File: src/rtl/rep3_adder.sv
// rep3_adder: full-adder slice (sum x, carry y of a, b, c) that can also be
// reused LSB-first over WIDTH clock edges to add two serial words.
module rep3_adder #(
    parameter int WIDTH = 8
) (
    input  logic             clk,
    input  logic             rst,
    input  logic             a,
    input  logic             b,
    input  logic             c,
    input  logic             ser_en,
    output logic             x,
    output logic             y,
    output logic             xq,
    output logic             yq,
    output logic [WIDTH-1:0] sum_word,
    output logic             cout,
    output logic             done
);
    localparam int CW = (WIDTH > 1) ? $clog2(WIDTH) : 1;
    localparam logic [CW-1:0] LAST = CW'(WIDTH - 1);

    logic             cin;
    logic             cy_q, cy_d;
    logic [CW-1:0]    cnt_q, cnt_d;
    logic             xq_q, yq_q;
    logic [WIDTH-1:0] sum_q, sum_d;
    logic             cout_q, cout_d;
    logic             done_q, done_d;

    // Bit 0 of every serial word, and every plain-adder use, takes c as carry-in.
    assign cin = (ser_en && cnt_q != '0) ? cy_q : c;
    assign x   = a ^ b ^ cin;
    assign y   = (a & b) | (a & cin) | (b & cin);

    always_comb begin
        cy_d   = cy_q;
        cnt_d  = cnt_q;
        sum_d  = sum_q;
        cout_d = cout_q;
        done_d = 1'b0;
        if (ser_en) begin
            cy_d  = y;
            sum_d = {x, sum_q[WIDTH-1:1]};
            if (cnt_q == LAST) begin
                cnt_d  = '0;
                cout_d = y;
                done_d = 1'b1;
            end else begin
                cnt_d = cnt_q + CW'(1);
            end
        end else begin
            // Leaving serial mode abandons any partial word; sum and cout hold.
            cnt_d = '0;
            cy_d  = 1'b0;
        end
    end

    always_ff @(posedge clk or posedge rst) begin
        if (rst) begin
            xq_q   <= 1'b0;
            yq_q   <= 1'b0;
            cy_q   <= 1'b0;
            cnt_q  <= '0;
            sum_q  <= '0;
            cout_q <= 1'b0;
            done_q <= 1'b0;
        end else begin
            xq_q   <= x;
            yq_q   <= y;
            cy_q   <= cy_d;
            cnt_q  <= cnt_d;
            sum_q  <= sum_d;
            cout_q <= cout_d;
            done_q <= done_d;
        end
    end

    assign xq       = xq_q;
    assign yq       = yq_q;
    assign sum_word = sum_q;
    assign cout     = cout_q;
    assign done     = done_q;
endmodule

File: config.mk
export PLATFORM = sky130hd
export DESIGN_NAME = rep3_adder
export DESIGN_NICKNAME = d
export VERILOG_FILES = /design/src/rtl/rep3_adder.sv
export SDC_FILE = /design/constraint.sdc
export NUM_CORES = 1
export LEC_CHECK = 0
export CAP_MARGIN = 15
export CORE_ASPECT_RATIO = 1.1
export CORE_MARGIN = 2
export CORE_UTILIZATION = 30
export CTS_CLUSTER_SIZE = 20
export DETAILED_ROUTE_END_ITERATION = 8
export GPL_TIMING_DRIVEN = 1
export PLACE_DENSITY = 0.54
export REMOVE_ABC_BUFFERS = 1
export SETUP_SLACK_MARGIN = 0.1
export SKIP_LAST_GASP = 1
export SLEW_MARGIN = 10
export SYNTH_ARGS = -nofsm -noshare
export SYNTH_HDL_FRONTEND = slang
export SYNTH_SLANG_ARGS = --single-unit
File: constraint.sdc
create_clock -name clk -period 6 [get_ports clk]
set_input_delay 1.5 -clock clk [delete_from_list [all_inputs] [get_ports clk]]
set_output_delay 1.5 -clock clk [all_outputs]
set_load 0.005 [all_outputs]
Word level (Yosys, flattened, before mapping)
Cells that the tools add are included.

storage, ports and cells
  bits in registers = 16
  bits in latches = 0
  RAM bits = 0
  bits in read-only memories = 0
  input port bits = 6
  output and inout port bits = 14
  word-level logic and storage cells = 25
  memories = 0

operators by class
  add/sub/neg operators = 1
  multiply operators = 0
  divide/modulo/power cells = 0
  $lt $le $gt $ge = 0
  eq/ne operators = 1
  shifts and indexed selects = 0
  muxes and demuxes = 6
  bitwise gates (word level) = 7
  reduce and logical (&&, ||, !) cells = 3

operators by type and width
  operator             count
  $mux 3               2
  $mux 1               4
  $add 3x1->3 const B  1
  $and 1x1->1          3
  $eq 3x3->1 const B   1
  $reduce_bool 3->1    1
  $or 1x1->1           2
  $reduce_and 2->1     1
  $xor 1x1->1          2
  $logic_and 1x1->1    1

Logic depth before layout (Yosys ltp)
Gate-level depths: netlist of run 1.

  word-level depth = 7
  gate-level depth with buffers = 7
  depth with buffers taken out = 7

Worst setup path before layout of run 1
Ideal clock, no wire load.

  kind = input -> output
  start = in ser_en
  end = out x
  arrival = 2529 ps
  data required time = 4500 ps
  setup slack = 1971 ps
  stages = 6
  path buffers = 2
  cell sequence = buf_6 > buf_8 > o21ai_2 > mux2i_1 > fa_1 > inv_1

on the way
  cells in the longest elaborated chain, start to end = 3

RTL lines
  element             line  RTL
  start: declaration  11    input logic ser_en,
  $logic_and 1x1->1   32    assign cin = (ser_en && cnt_q != '0) ? cy_q : c;
  $mux 1              32
  $xor 1x1->1         33    assign x = a ^ b ^ cin;
  end: declaration    12    output logic x,

No other way between the ends.

Final worst setup path of run 1
Same ends and word-level chain as after synthesis.

==> flow_summary.ini, run 1 <==
[route]
dr.pass1.iters = 4
vias = 419
vias_per_cell = 4.19
drt-initial-drc-count = 4
finalWirelength_um = 1080
ant_nets = 0
wl_per_cell_um = 10.8
drc = 0

[placement]
hpwl_um = 761
placed_area_um2 = 882
portBuffers = 19
place_congestion = 0.641

[timing]
period_minus_slack_ns = 4.99
max-slew-margin-rel = 0.582
max_clock_freq_mhz = 200
finalCritPeriodShare = 0.831
rsz0062_at_grt = no
max_slew.worst_pin.slew_ns = 0.627
hold_ws_ns = 0.473
final-setup-viol-count = 0
final.setup_skew_ns = 0.000927
hold_viol_final = 0
drv_slew = 0
final.setup.tns_ns = 0

[floorplan]
num_rows = 18
die_area_um2 = 2640
die_h_um = 53.7
io_pins = 20
design.core.area_um2 = 2180
die_w_um = 49.2
start_util = 0.308

[grt]
grt_use_total = 0.0839
grt_start_max_net_pins = 17
grt_pass1_wl_um = 1640
overflow = 0
grt_pass1_vias = 369
antenna_found_initial = 0

[setup_path]
reg2reg_to = sum_word[7]$_DFFE_PP0P_
worstPathArrival_ns = 3.49
cp_slowest_cell = clkdlybuf4s50_1
crit_type = primary input to output port
cpMostUsedCell = clkdlybuf4s50_1
reg2reg_slack_ns = 4.32
cpPeakStageDelay_ns = 0.51
required_ns = 4.50
crit_chain = clkdlybuf4s50_1, buf_4, o21ai_2, mux2i_1, fa_1, inv_1, clkdlybuf4s50_1
reg2reg_depth = 7
crit_path_max_fanout = 15
crit_path_end_kind = output port
critPathLaunchType = primary input
r2r-start = cnt_q[0]$_DFF_PP0_

[power]
combPwrFrac = 0.296
p_leak_nw = 0.434
p_sw_w = 0.0000748
power_w = 0.000309
intPower_w = 0.000235
swShare = 0.242
pwr-share-seq = 0.477
vdd_ir_drop_max_uv = 193
power.density_nw_per_um2 = 337
pwr-share-clk = 0.226

[clock_tree]
cts_tree = built
cts_inserted_buffers = 3
cts_root_buf = clkbuf_4
ctsHtreeMaxLevel = 1
cts.sinks = 16
cts_hold_buffers = 0
clkTransAtPathRegs_ns = 0.09
cts_resized = 0
clk-insertion-delay-late_ns = 0.28
cts_setup_buffers = 0
cts_max_path_buffers = 2

[logic_synthesis]
synth.area.top_cells = dfrtp_1 (59%), mux2_2 (6.7%), mux2_4 (6.7%), ha_1 (5.6%), inv_1 (4.5%)
avgSynthCellArea_um2 = 14.0
yosysSeqAreaShare = 0.595
netlist.top_cell.by_area = dfrtp_1
netlist_area_um2 = 673
netlist_instances = 48
synth_top_area_share = 0.595
ys_ff_latch = 16
synth.distinct_cells = 15
ys_warn_count = 0

[final_layout]
fillers = 217
final_cell_area_um2 = 918
final_nets = 81
syn2layout_area_growth_pct = 36.4
antennaDiodeCount = 0
drive_gt1_frac = 0.186

[run_status]
outcome = complete, no violations

[job]
max_cap_viol_count = 0

[hold_path]
whs_endpoint = cnt_q[0]$_DFF_PP0_
holdPathStages = 1
hold_path_startpoint = cnt_q[0]$_DFF_PP0_
worstHoldPathType = register to register
synthesized netlist by cell type, drive strengths merged:
| cell type | instances |
|---|---|
| a21oi | 2 |
| and2 | 3 |
| buf | 2 |
| dfrtp | 16 |
| fa | 1 |
| ha | 3 |
| inv | 8 |
| mux2 | 7 |
| mux2i | 1 |
| nor2 | 2 |
| nor2b | 1 |
| nor3b | 1 |
| o21ai | 1 |
sequential cells by signal, indices dropped and copies added, names as in the netlist:
| signal | count |
|---|---|
| cnt_q | 3 |
| yq | 1 |
| done | 1 |
| cy_q | 1 |
| xq | 1 |
| sum_word | 8 |
| cout | 1 |
worst max-delay path, delay by kind of cell:
family | cells | cell delay, ns
buffers and inverters | 4 | 1.27
adder cells (fa/ha/maj) | 1 | 0.45
multiplexers | 1 | 0.18
AO/OA/AOI/OAI | 1 | 0.09
power by group through the flow:
stage	registers, W	clock network (W)	logic [W]
detailed placement	0.000150	0	0.0000926
CTS	0.000148	0.0000724	0.0000931
global route	0.000151	0.0000760	0.0000994
global placement	0.000150	0	0.0000921
finish	0.000148	0.0000700	0.0000917
floorplan	0.000150	0	0.0000328
layout make-up:
class                   count  area, um^2  area share
clock buffers               4        36.3      0.0395
inverters                   8        30.0      0.0327
repair buffers             20         198       0.215
well taps                  30        37.5      0.0409
flip-flops and latches     16         400       0.436
multi-input cells          22         216       0.236
how the worst max path moves through the flow:
stage	from	to	slack, ns	depth (start not counted)
after global routing	ser_en	x	0.90	7
after floorplan	ser_en	x	2.22	4
after CTS	ser_en	x	1.01	7
after global placement	ser_en	x	1.03	7
after detailed placement	ser_en	x	1.03	7
final	ser_en	x	1.01	7
through the flow:
step | utilization | setup WS, ns | instances
3_3_place_gp | 0.404 | 1.03 | 96
6_report | 0.420 | 1.01 | 100
3_5_place_dp | 0.404 | 1.03 | 96
2_1_floorplan | - | 2.22 | 46
5_1_grt | 0.420 | 0.901 | 100
4_1_cts | 0.420 | 1.01 | 100
cell families after synthesis:
logic type               count (synthesis)  synth area share
AO/OA/AOI/OAI                            3            0.0279
adder cells (fa/ha/maj)                  4            0.0855
buffers and inverters                   10            0.0836
flip-flops                              16             0.595
multiplexers                             8             0.149
AND/OR/NAND/NOR                          7            0.0595
routing by layer:
metal / GRT usage / wire length [um] / vias to the layer above
li1: - / - / 196
met3: 0.0222 / 70 / 2
met1: 0.119 / 541 / 201
met4: 0.0429 / 4 / 0
met5: 0 / 0 / -
met2: 0.117 / 458 / 20
cell usage in the layout (no fill, tap or decap):
master           count
clkdlybuf4s50_1     19
dfrtp_1             16
inv_1                8
mux2_2               4
and2_1               3
mux2_4               3
ha_1                 3
clkbuf_4             3
nor2_1               2
a21oi_1              2
nor3b_1              1
o21ai_2              1
mux2i_1              1
nor2b_1              1
fa_1                 1
clkbuf_8             1
buf_4                1
No activity file was read; power rests on OpenSTA's default activity.
==> inputs of run 2 (changes only) <==
Settings changed: PLACE_DENSITY 0.54 to 0.56.
Clock period 6 ns to 4.1 ns, I/O delays scaled along.
==> flow_summary.ini, run 2 (same netlist as run 1, synthesis figures left out) <==
[final_layout]
multi_input_area_um2 = 216
largest_register_ffs = 8
mostFrequentLayoutCells = clkdlybuf4s50_1 (19), dfrtp_1 (16), inv_1 (8), mux2_2 (4)
antennaDiodeCount = 0
final-seq-area_um2 = 400
syn2layout_area_growth_pct = 36.4
drive_gt1_frac = 0.186
mostFrequentLayoutCell = clkdlybuf4s50_1
final_nets = 81
fillers = 214
final_cells = 100

[setup_path]
crit_start = ser_en
critPathLaunchType = primary input
crit_path_max_fanout = 2
required_ns = 3.07
crit_chain = clkdlybuf4s50_1, o21ai_2, mux2i_1, fa_1, inv_1, clkdlybuf4s50_1
worstPathArrival_ns = 2.80
crit_path_end_kind = output port
reg2reg_slack_ns = 2.45
cpMostUsedCell = clkdlybuf4s50_1
worst-path-buf-inv = 3
cp_slowest_cell = clkdlybuf4s50_1
critPathTopFamily = buffers and inverters
cpPeakStageDelay_ns = 0.50
r2r-start = cnt_q[0]$_DFF_PP0_
crit_type = primary input to output port

[placement]
dp.cells = 96
hpwl_um = 797
place_congestion = 0.672
portBuffers = 19

[timing]
max_clock_freq_mhz = 261
final.setup.tns_ns = 0
final.setup_skew_ns = 0.00502
finalCritPeriodShare = 0.934
drv_slew = 0
final-setup-viol-count = 0
period_minus_slack_ns = 3.83
rsz0062_at_grt = no
max-slew-margin-rel = 0.605
hold_viol_final = 0
max_slew.worst_pin.slew_ns = 0.591

[floorplan]
design.core.area_um2 = 2180
start_util = 0.308
io_pins = 20
num_rows = 18
die_area_um2 = 2640
die_h_um = 53.7
die_w_um = 49.2

[clock_tree]
cts_inserted_buffers = 3
cts.sinks = 16
cts_resized = 0
clk-insertion-delay-late_ns = 0.28
cts_root_buf = clkbuf_4
cts_max_path_buffers = 2
cts_tree = built
clkTransAtPathRegs_ns = 0.09
cts_hold_buffers = 0
cts_setup_buffers = 0
ctsHtreeMaxLevel = 1

[route]
finalWirelength_um = 1050
dr.pass1.iters = 2
vias_per_cell = 4.03
wl_per_cell_um = 10.5
drc = 0
vias = 403
ant_nets = 0
drt-initial-drc-count = 5

[run_status]
outcome = complete, no violations

[grt]
grt_start_max_net_pins = 17
grt_pass1_wl_um = 1830
grt_use_total = 0.0947
overflow = 0
grt_pass1_vias = 425
antenna_found_initial = 0

[power]
vdd_ir_drop_max_uv = 287
p_leak_nw = 0.434
power.density_nw_per_um2 = 490

[job]
max_cap_viol_count = 0

[hold_path]
worstHoldPathType = register to register
hold_path_startpoint = cnt_q[0]$_DFF_PP0_
==> run 2: cell counts in the layout (fill, tap and decap cells not counted) <==
Identical to the previous run, type by type.
==> run 2: metrics by stage <==
stage                     instance area [um^2]  total power [W]  utilization  setup WS, ns  hold slack [ns]
after detailed placement                   882         0.000355        0.404         0.252            0.462
after global placement                     882         0.000354        0.404         0.296            0.458
after global routing                       918         0.000482        0.420         0.163            0.494
after CTS                                  918         0.000459        0.420         0.241            0.478
final                                      918         0.000450        0.420         0.271            0.469
after floorplan                            647         0.000267            -          1.27            0.435
==> run 2: power by group <==
group	switching, W	internal, W
Combinational	0.0000370	0.0000962
Sequential	0.0000226	0.000193
Clock	0.0000471	0.0000540
==> run 2: layout make-up <==
cell class	count	area share
multi-input cells	22	0.236
flip-flops and latches	16	0.436
inverters	8	0.0327
repair buffers	20	0.215
well taps	30	0.0409
clock buffers	4	0.0395
==> run 2: worst paths after layout <==
| kind | cells after the start | endpoint |
|---|---|---|
| worst max-delay path | 6 | x |
| worst min-delay path | 1 | cnt_q[0]$_DFF_PP0_ |
| worst max register to register | 7 | sum_word[7]$_DFFE_PP0P_ |
| worst min register to register | 1 | cnt_q[0]$_DFF_PP0_ |
| max in group asynchronous | 2 | cy_q$_DFF_PP0_ |
| min in group asynchronous | 2 | sum_word[5]$_DFFE_PP0P_ |
==> run 2: metal layers <==
layer | share of wire | global-route usage | up-vias
li1 | - | - | 194
met1 | 0.50 | 0.127 | 194
met2 | 0.42 | 0.140 | 15
met3 | 0.074 | 0.0306 | 0
met4 | 0 | 0.0429 | 0
met5 | 0 | 0 | -
